## src/rtl/bumpy_pkg.sv

```systemverilog
// rtl/bumpy_pkg.sv - tile codes and game-flow state encoding shared with the map controller
package bumpy_pkg;

    localparam logic [2:0] TILE_FREE  = 3'd0;
    localparam logic [2:0] TILE_REGU  = 3'd1;
    localparam logic [2:0] TILE_GATE  = 3'd2;
    localparam logic [2:0] TILE_COIN  = 3'd3;
    localparam logic [2:0] TILE_TPORT = 3'd4;
    localparam logic [2:0] TILE_SPIKE = 3'd5;
    localparam logic [2:0] TILE_BRAKE = 3'd6;

    localparam int CNT_W = 8;

    typedef enum logic [2:0] {
        ST_IDLE      = 3'd0,
        ST_PLAY      = 3'd1,
        ST_GATE_OPEN = 3'd2,
        ST_LVL_DONE  = 3'd3,
        ST_DEAD      = 3'd4,
        ST_GAME_OVER = 3'd5,
        ST_WIN       = 3'd6
    } game_state_t;

endpackage

```

## src/rtl/level_sequencer_if.sv

```systemverilog
// rtl/level_sequencer_if.sv - physics/map-controller side signals of the level sequencer
interface level_sequencer_if;

    logic       startOfFrame;
    logic       start_key;
    logic       landed;
    logic [2:0] landed_tile;
    logic [2:0] lvl;
    logic       next_lvl;
    logic       gate;
    logic       respawn;
    logic       coin_collect;
    logic [2:0] coins;
    logic [2:0] lives;
    logic [2:0] game_state;

    modport master (
        output startOfFrame, start_key, landed, landed_tile,
        input  lvl, next_lvl, gate, respawn, coin_collect, coins, lives, game_state
    );

    modport slave (
        input  startOfFrame, start_key, landed, landed_tile,
        output lvl, next_lvl, gate, respawn, coin_collect, coins, lives, game_state
    );

endinterface

```

## src/rtl/frame_countdown.sv

```systemverilog
// rtl/frame_countdown.sv - 8-bit frame counter, load then count down on each tick
module frame_countdown
    import bumpy_pkg::*;
(
    input  logic             clk,
    input  logic             resetN,
    input  logic             tick,
    input  logic             load,
    input  logic [CNT_W-1:0] load_val,
    output logic             done
);

    logic [CNT_W-1:0] cnt_q, cnt_d;

    // done fires in the cycle of the tick that takes the count from 1 to 0;
    // a load in the same cycle restarts the count and suppresses it
    always_comb begin
        cnt_d = cnt_q;
        done  = 1'b0;
        if (load) begin
            cnt_d = load_val;
        end else if (tick && (cnt_q != '0)) begin
            cnt_d = cnt_q - CNT_W'(1);
            done  = (cnt_q == CNT_W'(1));
        end
    end

    always_ff @(posedge clk) begin
        if (!resetN) cnt_q <= '0;
        else         cnt_q <= cnt_d;
    end

endmodule

```

## src/rtl/level_sequencer.sv

```systemverilog
// rtl/level_sequencer.sv - Bumpy game-flow FSM: coins, gate, level advance, death and respawn
module level_sequencer
    import bumpy_pkg::*;
#(
    parameter int NUM_LEVELS     = 2,
    parameter int COINS_PER_LVL  = 2,
    parameter int START_LIVES    = 3,
    parameter int TRANS_FRAMES   = 60,
    parameter int RESPAWN_FRAMES = 90
) (
    input  logic               clk,
    input  logic               resetN,
    level_sequencer_if.slave   bus
);

    game_state_t      state_q, state_d;
    logic [2:0]       lvl_q, lvl_d;
    logic [2:0]       coins_q, coins_d;
    logic [2:0]       lives_q, lives_d;
    logic             gate_q, gate_d;
    logic             next_lvl_q, next_lvl_d;
    logic             respawn_q, respawn_d;
    logic             coin_q, coin_d;
    logic             die;
    logic             cnt_load;
    logic [CNT_W-1:0] cnt_val;
    logic             cnt_done;

    frame_countdown u_cnt (
        .clk      (clk),
        .resetN   (resetN),
        .tick     (bus.startOfFrame),
        .load     (cnt_load),
        .load_val (cnt_val),
        .done     (cnt_done)
    );

    always_comb begin
        state_d    = state_q;
        lvl_d      = lvl_q;
        coins_d    = coins_q;
        lives_d    = lives_q;
        gate_d     = gate_q;
        next_lvl_d = 1'b0;
        respawn_d  = 1'b0;
        coin_d     = 1'b0;
        die        = 1'b0;
        cnt_load   = 1'b0;
        cnt_val    = CNT_W'(TRANS_FRAMES);

        case (state_q)
            ST_IDLE, ST_GAME_OVER, ST_WIN: begin
                if (bus.start_key) begin
                    state_d    = ST_PLAY;
                    lvl_d      = '0;
                    coins_d    = '0;
                    lives_d    = 3'(START_LIVES);
                    gate_d     = 1'b0;
                    next_lvl_d = 1'b1;
                end
            end
            ST_PLAY: begin
                if (bus.landed) begin
                    case (bus.landed_tile)
                        TILE_COIN: begin
                            coins_d = coins_q + 3'd1;
                            coin_d  = 1'b1;
                            if (coins_q + 3'd1 == 3'(COINS_PER_LVL)) begin
                                gate_d  = 1'b1;
                                state_d = ST_GATE_OPEN;
                            end
                        end
                        TILE_SPIKE: die = 1'b1;
                        TILE_FREE, TILE_REGU, TILE_GATE, TILE_TPORT, TILE_BRAKE: ;
                        default: ;
                    endcase
                end
            end
            ST_GATE_OPEN: begin
                if (bus.landed) begin
                    if (bus.landed_tile == TILE_GATE) begin
                        state_d  = ST_LVL_DONE;
                        cnt_load = 1'b1;
                        cnt_val  = CNT_W'(TRANS_FRAMES);
                    end else if (bus.landed_tile == TILE_SPIKE) begin
                        die = 1'b1;
                    end
                end
            end
            ST_DEAD: begin
                if (cnt_done) begin
                    respawn_d = 1'b1;
                    state_d   = gate_q ? ST_GATE_OPEN : ST_PLAY;
                end
            end
            ST_LVL_DONE: begin
                if (cnt_done) begin
                    if (lvl_q == 3'(NUM_LEVELS - 1)) begin
                        state_d = ST_WIN;
                    end else begin
                        lvl_d      = lvl_q + 3'd1;
                        coins_d    = '0;
                        gate_d     = 1'b0;
                        next_lvl_d = 1'b1;
                        respawn_d  = 1'b1;
                        state_d    = ST_PLAY;
                    end
                end
            end
            default: state_d = ST_IDLE;
        endcase

        // coins and gate survive a death; only lives and state change
        if (die) begin
            if (lives_q > 3'd1) begin
                lives_d  = lives_q - 3'd1;
                state_d  = ST_DEAD;
                cnt_load = 1'b1;
                cnt_val  = CNT_W'(RESPAWN_FRAMES);
            end else begin
                lives_d = '0;
                state_d = ST_GAME_OVER;
            end
        end
    end

    always_ff @(posedge clk) begin
        if (!resetN) begin
            state_q    <= ST_IDLE;
            lvl_q      <= '0;
            coins_q    <= '0;
            lives_q    <= 3'(START_LIVES);
            gate_q     <= 1'b0;
            next_lvl_q <= 1'b0;
            respawn_q  <= 1'b0;
            coin_q     <= 1'b0;
        end else begin
            state_q    <= state_d;
            lvl_q      <= lvl_d;
            coins_q    <= coins_d;
            lives_q    <= lives_d;
            gate_q     <= gate_d;
            next_lvl_q <= next_lvl_d;
            respawn_q  <= respawn_d;
            coin_q     <= coin_d;
        end
    end

    assign bus.lvl          = lvl_q;
    assign bus.coins        = coins_q;
    assign bus.lives        = lives_q;
    assign bus.gate         = gate_q;
    assign bus.next_lvl     = next_lvl_q;
    assign bus.respawn      = respawn_q;
    assign bus.coin_collect = coin_q;
    assign bus.game_state   = state_q;

endmodule
```

## src/flat_wrapper.sv

```systemverilog
// flat-port wrapper written by rule: the top's interface ports become plain ports
module level_sequencer_flat import bumpy_pkg::*;
#(
    parameter int NUM_LEVELS     = 2,
    parameter int COINS_PER_LVL  = 2,
    parameter int START_LIVES    = 3,
    parameter int TRANS_FRAMES   = 60,
    parameter int RESPAWN_FRAMES = 90
)
  (clk, resetN, bus_startOfFrame, bus_start_key, bus_landed, bus_landed_tile, bus_lvl, bus_next_lvl, bus_gate, bus_respawn, bus_coin_collect, bus_coins, bus_lives, bus_game_state);
  level_sequencer_if bus_i ();
  input  logic clk;
  input  logic resetN;
  input wire logic [$bits(bus_i.startOfFrame)-1:0] bus_startOfFrame;
  input wire logic [$bits(bus_i.start_key)-1:0] bus_start_key;
  input wire logic [$bits(bus_i.landed)-1:0] bus_landed;
  input wire logic [$bits(bus_i.landed_tile)-1:0] bus_landed_tile;
  output wire logic [$bits(bus_i.lvl)-1:0] bus_lvl;
  output wire logic [$bits(bus_i.next_lvl)-1:0] bus_next_lvl;
  output wire logic [$bits(bus_i.gate)-1:0] bus_gate;
  output wire logic [$bits(bus_i.respawn)-1:0] bus_respawn;
  output wire logic [$bits(bus_i.coin_collect)-1:0] bus_coin_collect;
  output wire logic [$bits(bus_i.coins)-1:0] bus_coins;
  output wire logic [$bits(bus_i.lives)-1:0] bus_lives;
  output wire logic [$bits(bus_i.game_state)-1:0] bus_game_state;
  assign bus_i.startOfFrame = bus_startOfFrame;
  assign bus_i.start_key = bus_start_key;
  assign bus_i.landed = bus_landed;
  assign bus_i.landed_tile = bus_landed_tile;
  assign bus_lvl = bus_i.lvl;
  assign bus_next_lvl = bus_i.next_lvl;
  assign bus_gate = bus_i.gate;
  assign bus_respawn = bus_i.respawn;
  assign bus_coin_collect = bus_i.coin_collect;
  assign bus_coins = bus_i.coins;
  assign bus_lives = bus_i.lives;
  assign bus_game_state = bus_i.game_state;
  level_sequencer #(.NUM_LEVELS(NUM_LEVELS), .COINS_PER_LVL(COINS_PER_LVL), .START_LIVES(START_LIVES), .TRANS_FRAMES(TRANS_FRAMES), .RESPAWN_FRAMES(RESPAWN_FRAMES)) u_core (.clk(clk), .resetN(resetN), .bus(bus_i));
endmodule
```

## config.mk

```make
export PLATFORM = sky130hd
export DESIGN_NAME = level_sequencer_flat
export DESIGN_NICKNAME = d
export VERILOG_FILES = /design/src/rtl/bumpy_pkg.sv /design/src/rtl/level_sequencer_if.sv /design/src/rtl/frame_countdown.sv /design/src/rtl/level_sequencer.sv /design/src/flat_wrapper.sv
export SDC_FILE = /design/constraint.sdc
export NUM_CORES = 1
export LEC_CHECK = 0
export CORE_ASPECT_RATIO = 2
export CORE_MARGIN = 2
export CORE_UTILIZATION = 40
export DETAILED_ROUTE_END_ITERATION = 16
export HOLD_SLACK_MARGIN = 0.12
export PLACE_DENSITY = 0.65
export SLEW_MARGIN = 20
export SYNTH_ARGS = -nofsm -noshare
export SYNTH_HDL_FRONTEND = slang
export SYNTH_HIERARCHICAL = 1
export SYNTH_SLANG_ARGS = --single-unit
```

## constraint.sdc

```tcl
create_clock -name clk -period 3.5 [get_ports clk]
set_clock_uncertainty 0.2 [all_clocks]
set_input_delay 0.35 -clock clk [delete_from_list [all_inputs] [get_ports clk]]
set_output_delay 0.35 -clock clk [all_outputs]
set_load 0.02 [all_outputs]
```

==> results of run 1 <==
## flip-flops by register name, indices dropped and copies added, names as in the netlist
signal                   count
u_core/bus.next_lvl          1
u_core/bus.lives             3
u_core/bus.game_state        3
u_core/u_cnt/cnt_q           8
u_core/bus.respawn           1
u_core/bus.coin_collect      1
u_core/bus.coins             3
u_core/bus.gate              1
u_core/bus.lvl               3
## cell type report
type / count / area, µm²
clock inverters: 1 / 30.0
inverters: 14 / 52.6
fillers: 433 / 1960
clock buffers: 3 / 41.3
multi-input cells: 164 / 1120
repair buffers: 32 / 298
flip-flops and latches: 24 / 480
well taps: 52 / 65.1
## report_power, final
group	internal [mW]	total, mW	switching (mW)
clock	0.153	0.244	0.0914
sequential	0.343	0.437	0.0945
combinational	0.345	0.782	0.438
## cells in the final DEF (no fill, tap or decap), drive strengths merged, types with 4 or more instances in the layout
cell,count
clkdlybuf4s50,23
dfxtp,24
buf,9
nand3,4
o21ai,15
nor2,20
conb,4
nor3,6
nand2,15
ha,9
nand2b,7
inv,13
a21oi,17
## routing by layer
layer	up-vias	wire length (µm)	share of wire, %
met5	-	0	0
met4	0	153	3.5
met3	12	94	2.1
met2	32	2570	59
met1	781	1570	36
li1	807	-	-
## worst max-delay path, stage by stage, from the launching register on
cell and delay [ns]:
dfxtp_1 0.35, inv_1 0.09, ha_1 0.13, o21ba_2 0.14
nor2_1 0.31, nor2_1 0.10, inv_1 0.10, nand2_1 0.07
inv_1 0.07, and4_1 0.28, o221ai_1 0.20, and2_4 0.20
o311a_1 0.35, a31o_1 0.18
## kinds of logic (layout without fill, tap and decap cells)
family | after synthesis | after routing | share of synthesized area [%]
other | 2 | 4 | 0.447
and+or+nand+nor | 74 | 74 | 24.1
xor gates and xnor gates | 5 | 5 | 3.72
AOI/OAI and AO/OA | 69 | 69 | 29.3
DFF | 24 | 24 | 28.6
buffers and inverters | 21 | 50 | 5.44
adders and majority gates | 9 | 9 | 6.70
muxes | 3 | 3 | 1.79
## how the worst max path moves through the flow
| stage | end | slack, ns | cells past startpoint |
|---|---|---|---|
| global placement | u_core/bus.gate | 0.51 | 12 |
| CTS | u_core/bus.lvl[2] | 0.71 | 13 |
| detailed placement | u_core/bus.gate | 0.43 | 12 |
| global route | u_core/bus.gate | 0.35 | 12 |
| floorplan | u_core/bus.gate | 0.46 | 13 |
| finish | u_core/bus.lvl[2] | 0.63 | 13 |
==> results.ini, run 1 <==
[run_status]
status=finished clean

[detailed_routing]
routedWlPerCell_um=15.2
drtIter0Drc=46
via_per_inst=5.63
wirelength_mm=4.40
ant_nets=0
vias=1632
dr.pass1.iters=4
drc=0

[floorplanning]
start_util_pct=41.5
fp.dieH_um=95.7
die_x_um=49.8
rows=33
io_pins=24
core_area_um2=4050
die_area_um2=4770

[clock_network]
clk_path_buf_depth=2
cts_hold_buffers=0
postCtsSetupBuffers=0
cts_tree=built
clock_sinks=24
cts_root_buf=clkbuf_8
cts_max_level=1
clk_latency_ns=0.27
ctsResizeCount=0
numCtsBuffers=3
clk_pin_slew_worst_paths_ns=0.09

[sta]
finalHoldViolCount=0
setup_slack_ns=0.630
min_period_ns=2.87
tightest_slew_ns=0.662
rsz0062_at_grt=false
relSlewSlack_pct=55.8
hold_slack_ns=0.340
min_period_over_period_pct=82.0
setup_viol=0
fin_setup_tns_ns=0
fmax_mhz=348
slew_viol_final=0

[yosys]
synth_area_leaders=dfxtp_1 29%, ha_1 6.7%, a21oi_1 4.8%, nor2_1 4.5%, o21ai_0 4.5%
synthDominantCellAreaShare_pct=28.6
synth-seq-area-share_pct=28.6
synth_most_common_cell=dfxtp_1
synthTopCellsByCount=24 x dfxtp_1, 20 x nor2_1, 16 x a21oi_1
postSynth.asyncResetShare_pct=0
syn_area_um2=1680
ys_ff_latch=24
yosys_warnings=6
yosysTopAreaCell=dfxtp_1
synth_ff_type=dfxtp_1
synth-edff-count=0
syn_area_per_cell_um2=8.12
synth_cell_types=67
synthCells=207

[worst_setup_path]
cp-startpoint=u_core/bus.lives[1]
reg2reg_depth=13
reg2reg_from=u_core/bus.lives[1]
cp_max_fo=6
r2r-end=u_core/bus.lvl[2]
end_kind=flop
required_ns=3.47
critical_path_class=reg2reg
r2r_slack_ns=0.63
cp-start-kind=flop
cp.arrival_ns=2.84

[layout]
antenna_cells=0
final_area_um2=2080
final_nets=256
fin_cells=290
fin_util_pct=51.5
syn_to_final_growth_pct=24.0
final_layout_size_suffix_gt1_share_pct=11.8

[job]
maxCapViolCount=0

[min_path]
hold_depth=2
min_to=u_core/bus.lvl[1]
min_from=u_core/bus.lvl[1]
hp-class=reg2reg

[global_route]
use_met3_pct=2.35
grt_util_met2_pct=40.3
grt_pass1_wl_mm=7.17
grtUsageMet1_pct=18.6
busiest_layer=met2
grt_pass1_vias=1560
grt_antenna_before_repair=0
gr-usage-all-layers_pct=19.9
gr-total-overflow=0
grt_max_degree=25

[placed_design]
port_buffers=23
dp.cells=286
place_congestion=0.874
dpl-instance-area_um2=2010
hpwl_mm=3.45
post-place-ws_ns=0.427

[power_and_ir_drop]
total_power_mw=1.46
p_leak_nw=0.807
ir_drop_mv=0.504
p_per_area_nw_per_um2=703

No activity file was read; power rests on OpenSTA's default activity.
==> run 2, diff against run 1 <==
- clock period: 3.5 -> 2.65 ns (I/O delays scaled with it)
==> run 2 against run 1 <==
Compared with the run above: worst setup slack worse by 0.46 ns; critical endpoint unchanged; cell count increased by 4.1%; sequential power is 36% higher; clock-buffer cell count is 1 higher; highest routed layer unchanged; critical path type unchanged; largest cell class unchanged; register-to-register slack got worse by 0.46 ns; flip-flop and latch count is the same; non-clock buffer count rose by 12; largest power group unchanged.
==> results.ini, run 2 (synthesis gave the netlist of run 1 again) <==
[run_status]
status=finished clean

[detailed_routing]
wirelength_mm=4.33
vias=1674
drc=0
dr.pass1.iters=4
wl_met1_mm=1.56
wl_met3_um=71
via_per_inst=5.54
drtIter0Drc=25
routedWlPerCell_um=14.3
ant_nets=0
top_layer_used=met4
wl_met2_mm=2.58

[worst_setup_path]
r2r_slack_ns=0.17
cp_max_fo=4
end_kind=flop
reg2reg_from=u_core/bus.lives[1]
required_ns=2.62
r2r-end=u_core/bus.lvl[2]
cp.arrival_ns=2.44
critical_path_class=reg2reg
reg2reg_depth=13
cp-start-kind=flop

[power_and_ir_drop]
sw_frac_of_total_pct=42.4
cell_internal_pwr_mw=1.18
p_leak_nw=0.870
switching_power_mw=0.869
p_per_area_nw_per_um2=922
p_clk_share_pct=13.8
ir_drop_mv=0.544
power_frac_seq_pct=28.9
pwr-share-comb_pct=57.2

[layout]
regMostFlops=u_core/u_cnt/cnt_q
num-fill-cells=428
fin_util_pct=55.0
syn_to_final_growth_pct=32.4
final_cell_mix=23 x clkdlybuf4s50_1, 21 x buf_4, 20 x dfxtp_1
largest_reg_flops=8
final_nets=268
regArea_um2=488
final_common_cell=clkdlybuf4s50_1
multi_input_area_um2=1160
final_layout_size_suffix_gt1_share_pct=20.8
antenna_cells=0

[clock_network]
postCtsSetupBuffers=0
cts_root_buf=clkbuf_8
clk_path_buf_depth=2
cts_tree=built
ctsResizeCount=0
cts_hold_buffers=0
numCtsBuffers=3
clk_latency_ns=0.26
cts_max_level=1
clk_pin_slew_worst_paths_ns=0.09
clock_sinks=24

[placed_design]
place_congestion=0.905
hpwl_mm=3.48
port_buffers=23

[min_path]
hp-class=reg2reg
hold_depth=2
min_to=u_core/bus.lvl[1]
min_from=u_core/bus.lvl[1]

[floorplanning]
fp.dieH_um=95.7
start_util_pct=41.5
die_area_um2=4770
io_pins=24
rows=33
die_x_um=49.8
core_area_um2=4050

[sta]
fmax_mhz=404
slew_viol_final=0
min_period_over_period_pct=93.4
rsz0062_at_grt=false
finalHoldViolCount=0
min_period_ns=2.48
setup_viol=0
fin_setup_tns_ns=0

[global_route]
gr-usage-all-layers_pct=19.4
grt_max_degree=24
grt_pass1_wl_mm=7.13
grt_pass1_vias=1637
grt_antenna_before_repair=0
gr-total-overflow=0

[job]
maxCapViolCount=0

-- run 2: cell types whose count changed in the layout (fill, tap and decap cells not counted), sizes merged --
cell    delta
buf       +12
bufinv     -1
clkbuf     +1
-- run 2: per-stage QoR --
step	total power, mW	hold slack (ns)	std cells	setup WS (ns)	cell area [µm²]
2_1_floorplan	1.39	0.138	209	0.0221	1770
3_3_place_gp	1.76	0.312	298	-0.0114	2160
3_5_place_dp	1.77	0.311	298	-0.0369	2160
4_1_cts	2.06	0.324	302	0.173	2220
5_1_grt	2.20	0.353	302	0.0645	2220
6_report	2.05	0.322	302	0.174	2220
-- run 2: layout make-up --
cell class,count,area share [%]
Multi-Input combinational cell,164,52.4
Tap cell,52,2.92
Clock buffer,4,2.98
Sequential cell,24,21.9
Timing Repair Buffer,44,17.4
Inverter,14,2.36
-- run 2: critical path, stage by stage (launching register included) --
cell	delay, ns
dfxtp_2	0.34
inv_1	0.08
ha_1	0.13
o21ba_2	0.16
nor2_4	0.15
nor2_4	0.06
inv_1	0.08
nand2_2	0.07
inv_2	0.05
and4_4	0.23
o221ai_2	0.12
and2_4	0.19
o311a_1	0.34
a31o_1	0.18
-- run 2: layer usage --
metal,up-vias,GRT usage (%)
met5,-,0
met2,25,40.8
li1,840,-
met1,801,17.5
met4,0,9.03
met3,8,2.19
-- run 2: how the worst max path moves through the flow --
stage	from	to	slack, ns	cells after the start
2_1_floorplan	u_core/bus.game_state[1]	u_core/bus.gate	0.02	13
3_3_place_gp	bus_landed	u_core/bus.gate	-0.01	12
3_5_place_dp	bus_landed_tile[2]	u_core/bus.gate	-0.04	12
4_1_cts	u_core/bus.lives[1]	u_core/bus.lvl[2]	0.17	13
5_1_grt	u_core/bus.game_state[2]	u_core/bus.lvl[2]	0.06	10
6_report	u_core/bus.lives[1]	u_core/bus.lvl[2]	0.17	13
-- run 2: power groups by stage --
stage,combinational [mW],clock (mW),sequential [mW]
floorplan,0.801,0,0.594
global placement,1.16,0,0.601
detailed placement,1.17,0,0.603
CTS,1.17,0.296,0.594
global route,1.28,0.310,0.612
finish,1.17,0.283,0.594
==> run 3, diff against run 2 <==
- SLEW_MARGIN: 20 -> default
==> results of run 3 <==
Final layout, timing and power as in run 2 (identical DEF).
